===== src/rtl/core_seq_if.sv =====
// -----------------------------------------------------------------------------
// core_seq_if -- memory handshake bundle between the core sequencer and the
// instruction/data memories.
//
// Signals (directions as seen from the sequencer, i.e. the master side):
//   imem_req_o    out  instruction fetch request
//   imem_ready_i  in   instruction word valid for the current PC
//   ir_en_o       out  instruction register load strobe
//   dmem_req_o    out  data access request
//   dmem_we_o     out  data access is a write
//   dmem_ready_i  in   data access complete
//
// The signal names keep the core-relative _i/_o suffixes, so the memory
// (slave) side drives the *_i signals and observes the *_o signals.
// -----------------------------------------------------------------------------
interface core_seq_if;
    logic imem_req_o;
    logic imem_ready_i;
    logic ir_en_o;
    logic dmem_req_o;
    logic dmem_we_o;
    logic dmem_ready_i;

    modport master (
        output imem_req_o, ir_en_o, dmem_req_o, dmem_we_o,
        input  imem_ready_i, dmem_ready_i
    );

    modport slave (
        input  imem_req_o, ir_en_o, dmem_req_o, dmem_we_o,
        output imem_ready_i, dmem_ready_i
    );
endinterface


===== src/rtl/core_seq.sv =====
// -----------------------------------------------------------------------------
// core_seq -- multi-cycle instruction sequencer for a simple 32-bit core.
//
// Walks each instruction through FETCH -> DECODE -> EXECUTE -> (MEM) ->
// WRITEBACK, producing the memory, instruction-register, register-file and
// retire strobes, and owns the program counter. Illegal instructions and
// misaligned taken targets park the block in a sticky TRAP state; a level
// halt request parks it in HALT after the current instruction retires.
//
// Parameters:
//   RESET_PC       PC value loaded while reset is asserted
//
// Ports:
//   clk_i          clock, all state updates on the rising edge
//   rstn_i         asynchronous active-low reset
//   mem_if         memory handshake bundle (core_seq_if.master)
//   dec_*_i        decode flags, sampled in DECODE
//   br_taken_i     branch condition, sampled in EXECUTE
//   target_i       branch/jump target, sampled in EXECUTE
//   halt_req_i     level request to stop after the current instruction
//   pc_o           current PC
//   rf_wr_en_o     register file write enable
//   retire_o       instruction retired this cycle
//   state_o        FSM state code
//   halted_o       in HALT
//   trap_o         in TRAP
//   cycle_cnt_o    (CORE_SEQ_PERF_EN only) cycles since reset release
//   instret_o      (CORE_SEQ_PERF_EN only) retired instruction count
//
// Build option: define CORE_SEQ_PERF_EN to add the performance counters.
// -----------------------------------------------------------------------------
module core_seq #(
    parameter logic [31:0] RESET_PC = 32'h0000_0000
) (
    input  logic              clk_i,
    input  logic              rstn_i,
    core_seq_if.master        mem_if,
    input  logic              dec_wr_en_i,
    input  logic              dec_load_i,
    input  logic              dec_store_i,
    input  logic              dec_branch_i,
    input  logic              dec_jump_i,
    input  logic              dec_illegal_i,
    input  logic              br_taken_i,
    input  logic [31:0]       target_i,
    input  logic              halt_req_i,
    output logic [31:0]       pc_o,
    output logic              rf_wr_en_o,
    output logic              retire_o,
    output logic [2:0]        state_o,
    output logic              halted_o,
    output logic              trap_o
`ifdef CORE_SEQ_PERF_EN
    ,
    output logic [31:0]       cycle_cnt_o,
    output logic [31:0]       instret_o
`endif
);

    typedef enum logic [2:0] {
        S_FETCH     = 3'd0,
        S_DECODE    = 3'd1,
        S_EXECUTE   = 3'd2,
        S_MEM       = 3'd3,
        S_WRITEBACK = 3'd4,
        S_HALT      = 3'd5,
        S_TRAP      = 3'd6
    } state_t;

    state_t      state_reg, state_next;
    logic [31:0] pc_reg;
    logic [31:0] next_pc_reg;
    logic        wr_en_reg, load_reg, store_reg, branch_reg, jump_reg;

    // Redirect decision, only meaningful while in EXECUTE.
    logic        taken;
    logic [31:0] exec_next_pc;
    logic        misaligned;

    assign taken        = jump_reg | (branch_reg & br_taken_i);
    assign exec_next_pc = taken ? target_i : pc_reg + 32'd4;
    assign misaligned   = taken & (target_i[1:0] != 2'b00);

    // ---------------- state register ----------------
    always_ff @(posedge clk_i or negedge rstn_i) begin
        if (!rstn_i) begin
            state_reg <= S_FETCH;
        end else begin
            state_reg <= state_next;
        end
    end

    // ---------------- datapath registers ----------------
    always_ff @(posedge clk_i or negedge rstn_i) begin
        if (!rstn_i) begin
            pc_reg      <= RESET_PC;
            next_pc_reg <= RESET_PC;
            wr_en_reg   <= 1'b0;
            load_reg    <= 1'b0;
            store_reg   <= 1'b0;
            branch_reg  <= 1'b0;
            jump_reg    <= 1'b0;
        end else begin
            if (state_reg == S_DECODE) begin
                wr_en_reg  <= dec_wr_en_i;
                load_reg   <= dec_load_i;
                store_reg  <= dec_store_i;
                branch_reg <= dec_branch_i;
                jump_reg   <= dec_jump_i;
            end
            // A misaligned target also lands here, but the PC is only
            // committed in WRITEBACK, which a trapping instruction never reaches.
            if (state_reg == S_EXECUTE) begin
                next_pc_reg <= exec_next_pc;
            end
            if (state_reg == S_WRITEBACK) begin
                pc_reg <= next_pc_reg;
            end
        end
    end

    // ---------------- next-state logic ----------------
    always_comb begin
        state_next = state_reg;
        case (state_reg)
            S_FETCH:     state_next = mem_if.imem_ready_i ? S_DECODE : S_FETCH;
            S_DECODE:    state_next = dec_illegal_i ? S_TRAP : S_EXECUTE;
            S_EXECUTE: begin
                if (misaligned) begin
                    state_next = S_TRAP;
                end else if (load_reg | store_reg) begin
                    state_next = S_MEM;
                end else begin
                    state_next = S_WRITEBACK;
                end
            end
            S_MEM:       state_next = mem_if.dmem_ready_i ? S_WRITEBACK : S_MEM;
            S_WRITEBACK: state_next = halt_req_i ? S_HALT : S_FETCH;
            S_HALT:      state_next = halt_req_i ? S_HALT : S_FETCH;
            S_TRAP:      state_next = S_TRAP;
            default:     state_next = S_TRAP;   // unused code 7
        endcase
    end

    // ---------------- output logic ----------------
    // Strobes are gated with rstn_i so they drop the instant reset asserts,
    // even though the state register then reads FETCH.
    always_comb begin
        mem_if.imem_req_o = 1'b0;
        mem_if.ir_en_o    = 1'b0;
        mem_if.dmem_req_o = 1'b0;
        mem_if.dmem_we_o  = 1'b0;
        rf_wr_en_o        = 1'b0;
        retire_o          = 1'b0;
        if (rstn_i) begin
            case (state_reg)
                S_FETCH: begin
                    mem_if.imem_req_o = 1'b1;
                    mem_if.ir_en_o    = mem_if.imem_ready_i;
                end
                S_MEM: begin
                    mem_if.dmem_req_o = 1'b1;
                    mem_if.dmem_we_o  = store_reg;
                end
                S_WRITEBACK: begin
                    rf_wr_en_o = wr_en_reg & ~store_reg;
                    retire_o   = 1'b1;
                end
                default: ;
            endcase
        end
    end

    assign pc_o     = pc_reg;
    assign state_o  = state_reg;
    assign halted_o = (state_reg == S_HALT);
    assign trap_o   = (state_reg == S_TRAP);

`ifdef CORE_SEQ_PERF_EN
    logic [31:0] cycle_cnt_reg;
    logic [31:0] instret_reg;

    always_ff @(posedge clk_i or negedge rstn_i) begin
        if (!rstn_i) begin
            cycle_cnt_reg <= 32'd0;
            instret_reg   <= 32'd0;
        end else begin
            cycle_cnt_reg <= cycle_cnt_reg + 32'd1;
            if (state_reg == S_WRITEBACK) begin
                instret_reg <= instret_reg + 32'd1;
            end
        end
    end

    assign cycle_cnt_o = cycle_cnt_reg;
    assign instret_o   = instret_reg;
`endif

endmodule


===== src/flat_wrapper.sv =====
// flat-port wrapper written by rule: the top's interface ports become plain ports
module core_seq_flat 
#(
    parameter logic [31:0] RESET_PC = 32'h0000_0000
)
  (clk_i, rstn_i, dec_wr_en_i, dec_load_i, dec_store_i, dec_branch_i, dec_jump_i, dec_illegal_i, br_taken_i, target_i, halt_req_i, pc_o, rf_wr_en_o, retire_o, state_o, halted_o, trap_o, mem_if_imem_req_o, mem_if_ir_en_o, mem_if_dmem_req_o, mem_if_dmem_we_o, mem_if_imem_ready_i, mem_if_dmem_ready_i);
  core_seq_if mem_if_i ();
  input  logic clk_i;
  input  logic rstn_i;
  input  logic dec_wr_en_i;
  input  logic dec_load_i;
  input  logic dec_store_i;
  input  logic dec_branch_i;
  input  logic dec_jump_i;
  input  logic dec_illegal_i;
  input  logic br_taken_i;
  input  logic [31:0] target_i;
  input  logic halt_req_i;
  output logic [31:0] pc_o;
  output logic rf_wr_en_o;
  output logic retire_o;
  output logic [2:0] state_o;
  output logic halted_o;
  output logic trap_o;
  output wire logic [$bits(mem_if_i.imem_req_o)-1:0] mem_if_imem_req_o;
  output wire logic [$bits(mem_if_i.ir_en_o)-1:0] mem_if_ir_en_o;
  output wire logic [$bits(mem_if_i.dmem_req_o)-1:0] mem_if_dmem_req_o;
  output wire logic [$bits(mem_if_i.dmem_we_o)-1:0] mem_if_dmem_we_o;
  input wire logic [$bits(mem_if_i.imem_ready_i)-1:0] mem_if_imem_ready_i;
  input wire logic [$bits(mem_if_i.dmem_ready_i)-1:0] mem_if_dmem_ready_i;
  assign mem_if_imem_req_o = mem_if_i.imem_req_o;
  assign mem_if_ir_en_o = mem_if_i.ir_en_o;
  assign mem_if_dmem_req_o = mem_if_i.dmem_req_o;
  assign mem_if_dmem_we_o = mem_if_i.dmem_we_o;
  assign mem_if_i.imem_ready_i = mem_if_imem_ready_i;
  assign mem_if_i.dmem_ready_i = mem_if_dmem_ready_i;
  core_seq #(.RESET_PC(RESET_PC)) u_core (.clk_i(clk_i), .rstn_i(rstn_i), .mem_if(mem_if_i), .dec_wr_en_i(dec_wr_en_i), .dec_load_i(dec_load_i), .dec_store_i(dec_store_i), .dec_branch_i(dec_branch_i), .dec_jump_i(dec_jump_i), .dec_illegal_i(dec_illegal_i), .br_taken_i(br_taken_i), .target_i(target_i), .halt_req_i(halt_req_i), .pc_o(pc_o), .rf_wr_en_o(rf_wr_en_o), .retire_o(retire_o), .state_o(state_o), .halted_o(halted_o), .trap_o(trap_o));
endmodule

===== config.mk =====
export PLATFORM = sky130hd
export DESIGN_NAME = core_seq_flat
export DESIGN_NICKNAME = d
export VERILOG_FILES = /design/src/rtl/core_seq_if.sv /design/src/rtl/core_seq.sv /design/src/flat_wrapper.sv
export SDC_FILE = /design/constraint.sdc
export NUM_CORES = 1
export LEC_CHECK = 0
export CORE_UTILIZATION = 55
export DETAILED_ROUTE_END_ITERATION = 8
export DONT_BUFFER_PORTS = 1
export PLACE_DENSITY = 0.67
export SYNTH_ARGS = -nofsm -noshare
export SYNTH_HDL_FRONTEND = slang
export SYNTH_SLANG_ARGS = --single-unit

===== constraint.sdc =====
create_clock -name clk_i -period 3.48 [get_ports clk_i]
set_input_delay 0.348 -clock clk_i [delete_from_list [all_inputs] [get_ports clk_i]]
set_output_delay 0.348 -clock clk_i [all_outputs]
set_load 0.01 [all_outputs]

==> impl_results.md, run 1 <==
- Status: complete, no violations
- Core Area: 6100 um^2
- Final period utilization: 0.716
- Crit path from: u_core.state_o[2]$_DFF_PN0_
- CP cell instances: nor3b_4 > and2_1 > and3b_1
- Post-synthesis async set-or-reset flop share: 1.00
- Vias/cell: 6.06
- Worst hold path type: input port to flip-flop
- Diodes inserted: 0
- Final setup fails: 0
- Worst Max-Slew Pin Slew: 787 ps
- Worst R2R Start: u_core.pc_o[2]$_DFFE_PN0N_
- Vias in the first global route: 2430
- Crit path time final: 2490 ps
- Final hold vios: 0
- Fin util: 0.625
- Pin count of the biggest net entering global routing: 73
- Antenna violations before repair: 0
- Syn Inst Count: 330
- Met3 WL: 525 um
- Met2 WL post-DR: 3520 um
- Post-DRT Antenna Nets: 0
- # IOs: 87
- Post-detail-place hpwl: 4840 um
- Layout cells sized above 1: 0.191
- Ranking of synthesized cells by area: dfrtp_1 51%, mux2_2 12%, xor2_1 4.9%, a22oi_1 4.0%, o21ai_0 3.1%
- Area of the multi-input gates: 1660 um^2
- Startpoint types: flip-flop
- Starting density of the core: 0.585
- Commonest non-fill, non-tap cell in the layout: dfrtp_1
- Post-route DRC: 0
- FF+latch count, synth: 72
- Max-cap violations: 0
- H-tree depth: 3
- Syn Area/Cell: 10.8 um^2
- TritonCTS clock tree: yes
- Area share of the largest cell type after synthesis: 0.505
- Worst Path Buf+Inv: 0
- GRT Total Usage: 0.242
- Drt pass-1 iters: 4
- Die Ht: 82.5 um
- Worst rel slew slack: 0.473
- Avg WL per Cell: 18.8 um
- Root Buffer: clkbuf_8
- Area of the die: 6810 um^2
- RSZ-0062 raised after global routing: no
- Endpoint class of the critical path: primary output
- Critical path class: flip-flop to primary output
- Post-synthesis cell type count: 41
- Filler cells: 527
- First-pass GRT wire length: 12000 um
- Routability congestion estimate: 0.762
- Max Buffers Root-to-Sink: 2
- Netlist Area Pre-Place: 3570 um^2
- Most area-hungry cell type in the Yosys netlist: dfrtp_1
- Die extent in x: 82.5 um
- Worst VDD drop: 0.541 mV
- Max Clock Freq: 401 MHz
- Port buffer count: 0
- Hold Startpoint: target_i[14]
- Fin. max-slew vios: 0
- Critical path arrival: 2140 ps
- Wl on met1: 3420 um
- Power, Total: 0.00357 W
- Fin Setup TNS: 0 ps
- Worst-Skew Late Latency: 350 ps
- Most frequent cells in the layout: 72 x dfrtp_1, 37 x mux2_2, 29 x nand2_1
- Sequential cell area: 1800 um^2
- Worst-path clk slew: 80 ps
- Clock sinks: 72
- Main flop type after synthesis: dfrtp_1
- Max Used Layer: met4
- Via Count: 2455
- Num CTS Buffers: 9
- Leakage: 1.57 nW
- Number of cell rows: 28
- Slowest CP cell: nor3b_4
- Register area share after synthesis: 0.505
- GR Overflow Total: 0
- P&R area growth vs syn: 6.84%
- Critical path fanouts, max: 12
- CP peak stage delay: 670 ps
- Post-synth EDFFs: 0
- Req. time, crit path: 3130 ps
- WL final: 7600 um
- Yosys warning count: 0
- Final clock skew: 12.8 ps
- Pwr Density: 937 nW/um^2
- CP delay by family, top: simple AND/OR/NAND/NOR gates
- Initial DRC Count: 172
- Final nets: 371
- Mapped Nets: 375
[stage by stage]
stage / instance area (um^2) / setup slack [ps] / hold WS [ps] / std cells
final: 3810 / 989 / 135 / 405
after global routing: 3810 / 856 / 132 / 405
after CTS: 3810 / 1000 / 129 / 405
after detailed placement: 3580 / 1210 / 53.9 / 388
after global placement: 3580 / 1230 / 53.8 / 388
after floorplan: 3570 / 1720 / 52.4 / 330
[cell type report]
class                      instances  share of cell area
clock buffer                      13              0.0470
clock inverter                     2             0.00328
multi-input combinational        238               0.436
sequential                        72               0.473
tap                               75              0.0246
timing repair buffer               5              0.0158
[layer usage]
metal / vias to the layer above / global-route usage
met4: 0 / 0.117
met2: 66 / 0.388
met1: 1190 / 0.296
li1: 1190 / -
met5: - / 0
met3: 9 / 0.0769
[cells by family (layout without fill, tap and decap cells)]
logic type,Yosys count,count (layout),share of synthesized area
AND/OR/NAND/NOR,98,98,0.151
AO/OA/AOI/OAI,76,76,0.129
flip-flops,72,72,0.505
multiplexers,37,37,0.117
XOR/XNOR,26,26,0.0639
buffers and inverters,20,20,0.0302
adder cells (fa/ha/maj),1,1,0.00351
[report_power, final]
| part | leakage, nW | internal [W] | switching [W] |
|---|---|---|---|
| logic | 0.580 | 0.000607 | 0.000588 |
| registers | 0.889 | 0.00122 | 0.000517 |
| clock network | 0.0975 | 0.000332 | 0.000306 |
[what timing repair did]
action	CTS	global route
setup buffers	0	0
hold buffers	2	0
hold endpoints to repair	72	0
gates resized for setup	0	0
[cells in the mapped netlist, types with 2 or more instances]
library cell  number
and2_1             4
and3b_1            2
xor2_1            20
xnor2_1            6
a31oi_1            4
nand2_1           29
and3_1             8
nand4b_1           2
nor2_1            14
nand4_1           11
nand3_1           11
dfrtp_1           72
clkbuf_1           4
nor3_1             3
a22oi_1           19
mux2_2            37
nor2b_1            3
a21oi_1            8
nor2_4             2
and4_1             4
buf_4              3
buf_2             11
o21ai_1           14
o21ai_0           22
[path summary, 6_finish.rpt]
| path | endpoint | slack [ps] | cells after the start |
|---|---|---|---|
| setup / recovery | rf_wr_en_o | 990 | 3 |
| hold / removal | u_core.next_pc_reg[14]$_DFFE_PN0P_ | 140 | 2 |
| setup reg to reg | u_core.next_pc_reg[12]$_DFFE_PN0P_ | 1220 | 6 |
| hold reg to reg | u_core.next_pc_reg[9]$_DFFE_PN0P_ | 480 | 2 |
| max in group asynchronous | u_core.next_pc_reg[2]$_DFFE_PN0P_ | 2640 | 2 |
| min in group asynchronous | u_core.pc_o[15]$_DFFE_PN0N_ | 540 | 2 |
No activity file was read; power rests on OpenSTA's default activity.
==> run 2, diff against run 1 <==
clock period = 2.5 ns   (was 3.48 ns; I/O delays follow)
==> run 2 against run 1 <==
- utilization down 0.062 points
- sequential cell count unchanged
- sequential power up 39%
- count of clock-buffer cells in the layout down 1
- worst setup slack worse by 600 ps
- sequential share of layout area about the same
- design area about the same
- clock power up 24%
- global-route usage up 0.15 points
- critical path depth down 1
- first-iteration DRC count up 6.4%
==> impl_results.md, run 2 (synthesis results as in run 1) <==
- Die Ht: 82.5 um
- Pwr Density: 1290 nW/um^2
- Final clock skew: 8.11 ps
- Fin. max-slew vios: 0
- Post-DRT Antenna Nets: 0
- Filler cells: 540
- Num CTS Buffers: 9
- Number of cell rows: 28
- First-pass GRT wire length: 12200 um
- Endpoint class of the critical path: primary output
- Critical path fanouts, max: 14
- Vias/cell: 6.15
- Critical path arrival: 1860 ps
- Worst-Skew Late Latency: 340 ps
- Max Clock Freq: 473 MHz
- Initial DRC Count: 183
- Via Count: 2517
- Leakage: 1.57 nW
- Worst VDD drop: 0.663 mV
- Final setup fails: 0
- P&R area growth vs syn: 6.74%
- Diodes inserted: 0
- Crit path time final: 2110 ps
- Avg WL per Cell: 18.7 um
- Area of the multi-input gates: 1660 um^2
- Root Buffer: clkbuf_8
- Worst Max-Slew Pin Slew: 806 ps
- Port buffer count: 0
- Critical path class: flip-flop to primary output
- Area of the die: 6810 um^2
- Routability congestion estimate: 0.722
- DP Worst Slack: 581 ps
- Vias in the first global route: 2482
- Most frequent cells in the layout: 72 x dfrtp_1, 37 x mux2_2, 29 x nand2_1
- GR Overflow Total: 0
- Clock sinks: 72
- Core Area: 6100 um^2
- Final worst slack: 387 ps
- Startpoint types: flip-flop
- Layout cells sized above 1: 0.195
- WL final: 7640 um
- Final period utilization: 0.845
- Fin Setup TNS: 0 ps
- Worst hold path type: input port to flip-flop
- Sequential cell area: 1800 um^2
- Pin count of the biggest net entering global routing: 73
- Worst-path clk slew: 80 ps
- Final nets: 374
- H-tree depth: 3
- Post-CTS sizing: 0
- Worst rel slew slack: 0.462
- Die extent in x: 82.5 um
- TritonCTS clock tree: yes
- Commonest non-fill, non-tap cell in the layout: dfrtp_1
- Max-cap violations: 0
- Status: complete, no violations
- GRT Total Usage: 0.244
- Hold WS: 47.7 ps
- Starting density of the core: 0.585
- Req. time, crit path: 2250 ps
- Power, Total: 0.00490 W
- Antenna violations before repair: 0
- # IOs: 87
- Post-route DRC: 0
- Final hold vios: 0
- Drt pass-1 iters: 4
- Max Buffers Root-to-Sink: 2
- Post-detail-place hpwl: 4950 um
- Setup Buffers After CTS: 0
- RSZ-0062 raised after global routing: no
run 2: area by class of cell:
| type | count | share of cell area |
|---|---|---|
| multi-input cells | 238 | 0.437 |
| flip-flops and latches | 72 | 0.473 |
| repair buffers | 8 | 0.0217 |
| clock inverters | 4 | 0.00526 |
| clock buffers | 12 | 0.0381 |
| well taps | 75 | 0.0247 |
run 2: path summary, 6_finish.rpt:
| path | startpoint | end | slack, ps | cells after the start |
|---|---|---|---|---|
| max in group asynchronous | rstn_i | u_core.next_pc_reg[21]$_DFFE_PN0P_ | 1770 | 2 |
| setup reg to reg | u_core.state_o[0]$_DFF_PN0_ | u_core.next_pc_reg[31]$_DFFE_PN0P_ | 600 | 5 |
| setup / recovery | u_core.state_o[1]$_DFF_PN0_ | mem_if_ir_en_o | 390 | 2 |
| hold / removal | target_i[15] | u_core.next_pc_reg[15]$_DFFE_PN0P_ | 50 | 2 |
| min in group asynchronous | rstn_i | u_core.pc_o[17]$_DFFE_PN0N_ | 450 | 2 |
| hold reg to reg | u_core.next_pc_reg[2]$_DFFE_PN0P_ | u_core.next_pc_reg[2]$_DFFE_PN0P_ | 480 | 2 |
run 2: report_power, final:
group	switching, W	total [W]	internal [W]
registers	0.000719	0.00242	0.00170
logic	0.000827	0.00169	0.000865
clock network	0.000410	0.000792	0.000381
total	0.00196	0.00490	0.00294
run 2: what timing repair did:
item	4_1_cts	5_1_grt
hold buffers	2	0
endpoints found under the hold margin	72	0
setup endpoints to repair	0	0
run 2: metal layers:
metal  vias up  part of all wire  track usage
li1       1197                 -            -
met1      1240              0.43        0.300
met2        71              0.49        0.400
met3         9             0.065       0.0659
met4         0             0.013        0.109
met5         -                 0            0
run 2: critical path, cell delays in order, from the launching register on:
cell and delay [ps]:
dfrtp_1 560, nor4b_1 690, and2_1 280
run 2: through the flow:
| step | area, um^2 | utilization | instances |
|---|---|---|---|
| floorplan | 3570 | - | 330 |
| global placement | 3600 | 0.591 | 391 |
| detailed placement | 3600 | 0.591 | 391 |
| CTS | 3810 | 0.624 | 409 |
| global route | 3810 | 0.624 | 409 |
| finish | 3810 | 0.624 | 409 |
==> run 3, diff against run 2 <==
clock period = 2.1 ns   (was 2.5 ns; I/O delays follow)
==> run 3 against run 2 <==
- utilization up 3.4 points
- sequential cell count unchanged
- via count increased by 1.2%
- clock power is 83% higher
- combinational power grew 30%
- sequential share of layout area shrank 2.4 points
- worst setup slack got worse by 230 ps
==> impl_results.md, run 3 (synthesis results as in run 1) <==
- Setup Buffers After CTS: 0
- Die Ht: 82.5 um
- GR Overflow Total: 0
- GRT Total Usage: 0.250
- Worst-path clk slew: 80 ps
- Critical path fanouts, max: 14
- Fin. max-slew vios: 0
- Worst rel slew slack: 0.596
- Worst Max-Slew Pin Slew: 606 ps
- Drt pass-1 iters: 4
- Design Area, Final: 4010 um^2
- Filler cells: 533
- Critical path arrival: 1730 ps
- Area of the die: 6810 um^2
- Core Area: 6100 um^2
- Commonest non-fill, non-tap cell in the layout: dfrtp_1
- Post-route DRC: 0
- Number of cell rows: 28
- WL final: 7820 um
- Critical path class: flip-flop to primary output
- Most frequent cells in the layout: 72 x dfrtp_1, 37 x mux2_2, 29 x nand2_1
- Crit path time final: 1940 ps
- Clock sinks: 72
- Num CTS Buffers: 9
- Via Count: 2547
- Vias in the first global route: 2559
- Post-DRT Antenna Nets: 0
- Worst hold path type: input port to flip-flop
- Root Buffer: clkbuf_8
- Worst-Skew Late Latency: 340 ps
- Die extent in x: 82.5 um
- Pwr Density: 1610 nW/um^2
- Pin count of the biggest net entering global routing: 73
- Avg WL per Cell: 18.6 um
- Startpoint types: flip-flop
- Fin Setup TNS: 0 ps
- Crit path from: u_core.state_o[0]$_DFF_PN0_
- Final hold vios: 0
- # IOs: 87
- H-tree depth: 3
- Max Clock Freq: 515 MHz
- Leakage: 1.68 nW
- RSZ-0062 raised after global routing: no
- Endpoint class of the critical path: primary output
- Layout cells sized above 1: 0.220
- Worst R2R Start: u_core.pc_o[17]$_DFFE_PN0N_
- Post-DP Area: 3680 um^2
- First-pass GRT wire length: 12600 um
- Post-detail-place hpwl: 5220 um
- TritonCTS clock tree: yes
- Vias/cell: 6.06
- Req. time, crit path: 1890 ps
- Worst VDD drop: 0.901 mV
- Hold Startpoint: target_i[14]
- Hold WS: 9.06 ps
- P&R area growth vs syn: 12.5%
- Max Buffers Root-to-Sink: 2
- Final period utilization: 0.924
- Port buffer count: 0
- Final setup fails: 0
- Final clock skew: 11.3 ps
- Max-cap violations: 0
- Final nets: 385
- Routability congestion estimate: 0.757
- Diodes inserted: 0
- Starting density of the core: 0.585
- Initial DRC Count: 108
- Status: complete, no violations
- Antenna violations before repair: 0
## run 3: cell count changes in the layout (fill, tap and decap cells not counted)
cell and change:
buf_12 +1, buf_4 +7, buf_6 +1, bufinv_16 +4, clkbuf_1 -2, clkinv_2 -2
dlygate4sd3_1 +2
## run 3: what timing repair did
| item | 4_1_cts | 5_1_grt |
|---|---|---|
| gates resized for setup | 0 | 1 |
| endpoints found under the setup margin | 0 | 1 |
| endpoints found under the hold margin | 74 | 0 |
| hold buffers | 4 | 0 |
## run 3: final timing paths
| path | slack, ps | cells past startpoint | to |
|---|---|---|---|
| max | 160 | 5 | rf_wr_en_o |
| min | 9 | 2 | u_core.next_pc_reg[14]$_DFFE_PN0P_ |
| max reg2reg | 330 | 5 | u_core.next_pc_reg[28]$_DFFE_PN0P_ |
| min reg2reg | 480 | 2 | u_core.next_pc_reg[2]$_DFFE_PN0P_ |
| max in group asynchronous | 1390 | 2 | u_core.next_pc_reg[24]$_DFFE_PN0P_ |
| min in group asynchronous | 400 | 2 | u_core.pc_o[17]$_DFFE_PN0N_ |
## run 3: where the power goes
group	internal (W)	switching [W]
logic	0.00112	0.00108
clock network	0.000938	0.000516
registers	0.00202	0.000789
## run 3: worst max-delay path, cell delays in order, from the launching register on
cell     delay [ps]
dfrtp_1         430
buf_4           190
nor3b_4         190
buf_6           210
and2_1          160
and3b_1         220
## run 3: final cells by class
type                    instances  area, um^2  share of cell area
multi-input cells             238        1660               0.414
well taps                      75        93.8              0.0234
repair buffers                 19         186              0.0465
clock inverters                 6         130              0.0324
flip-flops and latches         72        1800               0.449
clock buffers                  10         138              0.0343
## run 3: per-stage QoR
step	utilization	cells	power, W	worst slack, ps
after floorplan	-	330	0.00439	483
after global placement	0.604	400	0.00493	372
after detailed placement	0.604	400	0.00502	361
after CTS	0.658	420	0.00653	73.1
after global routing	0.658	420	0.00693	51.9
final	0.658	420	0.00647	159
## run 3: per-layer routing
layer  vias to the layer above  GRT usage  routed length, um
met1                      1245      0.324               3580
li1                       1231          -                  -
met2                        61      0.399               3670
met3                        10     0.0758                478
met4                         0     0.0828                 89
met5                         -          0                  0
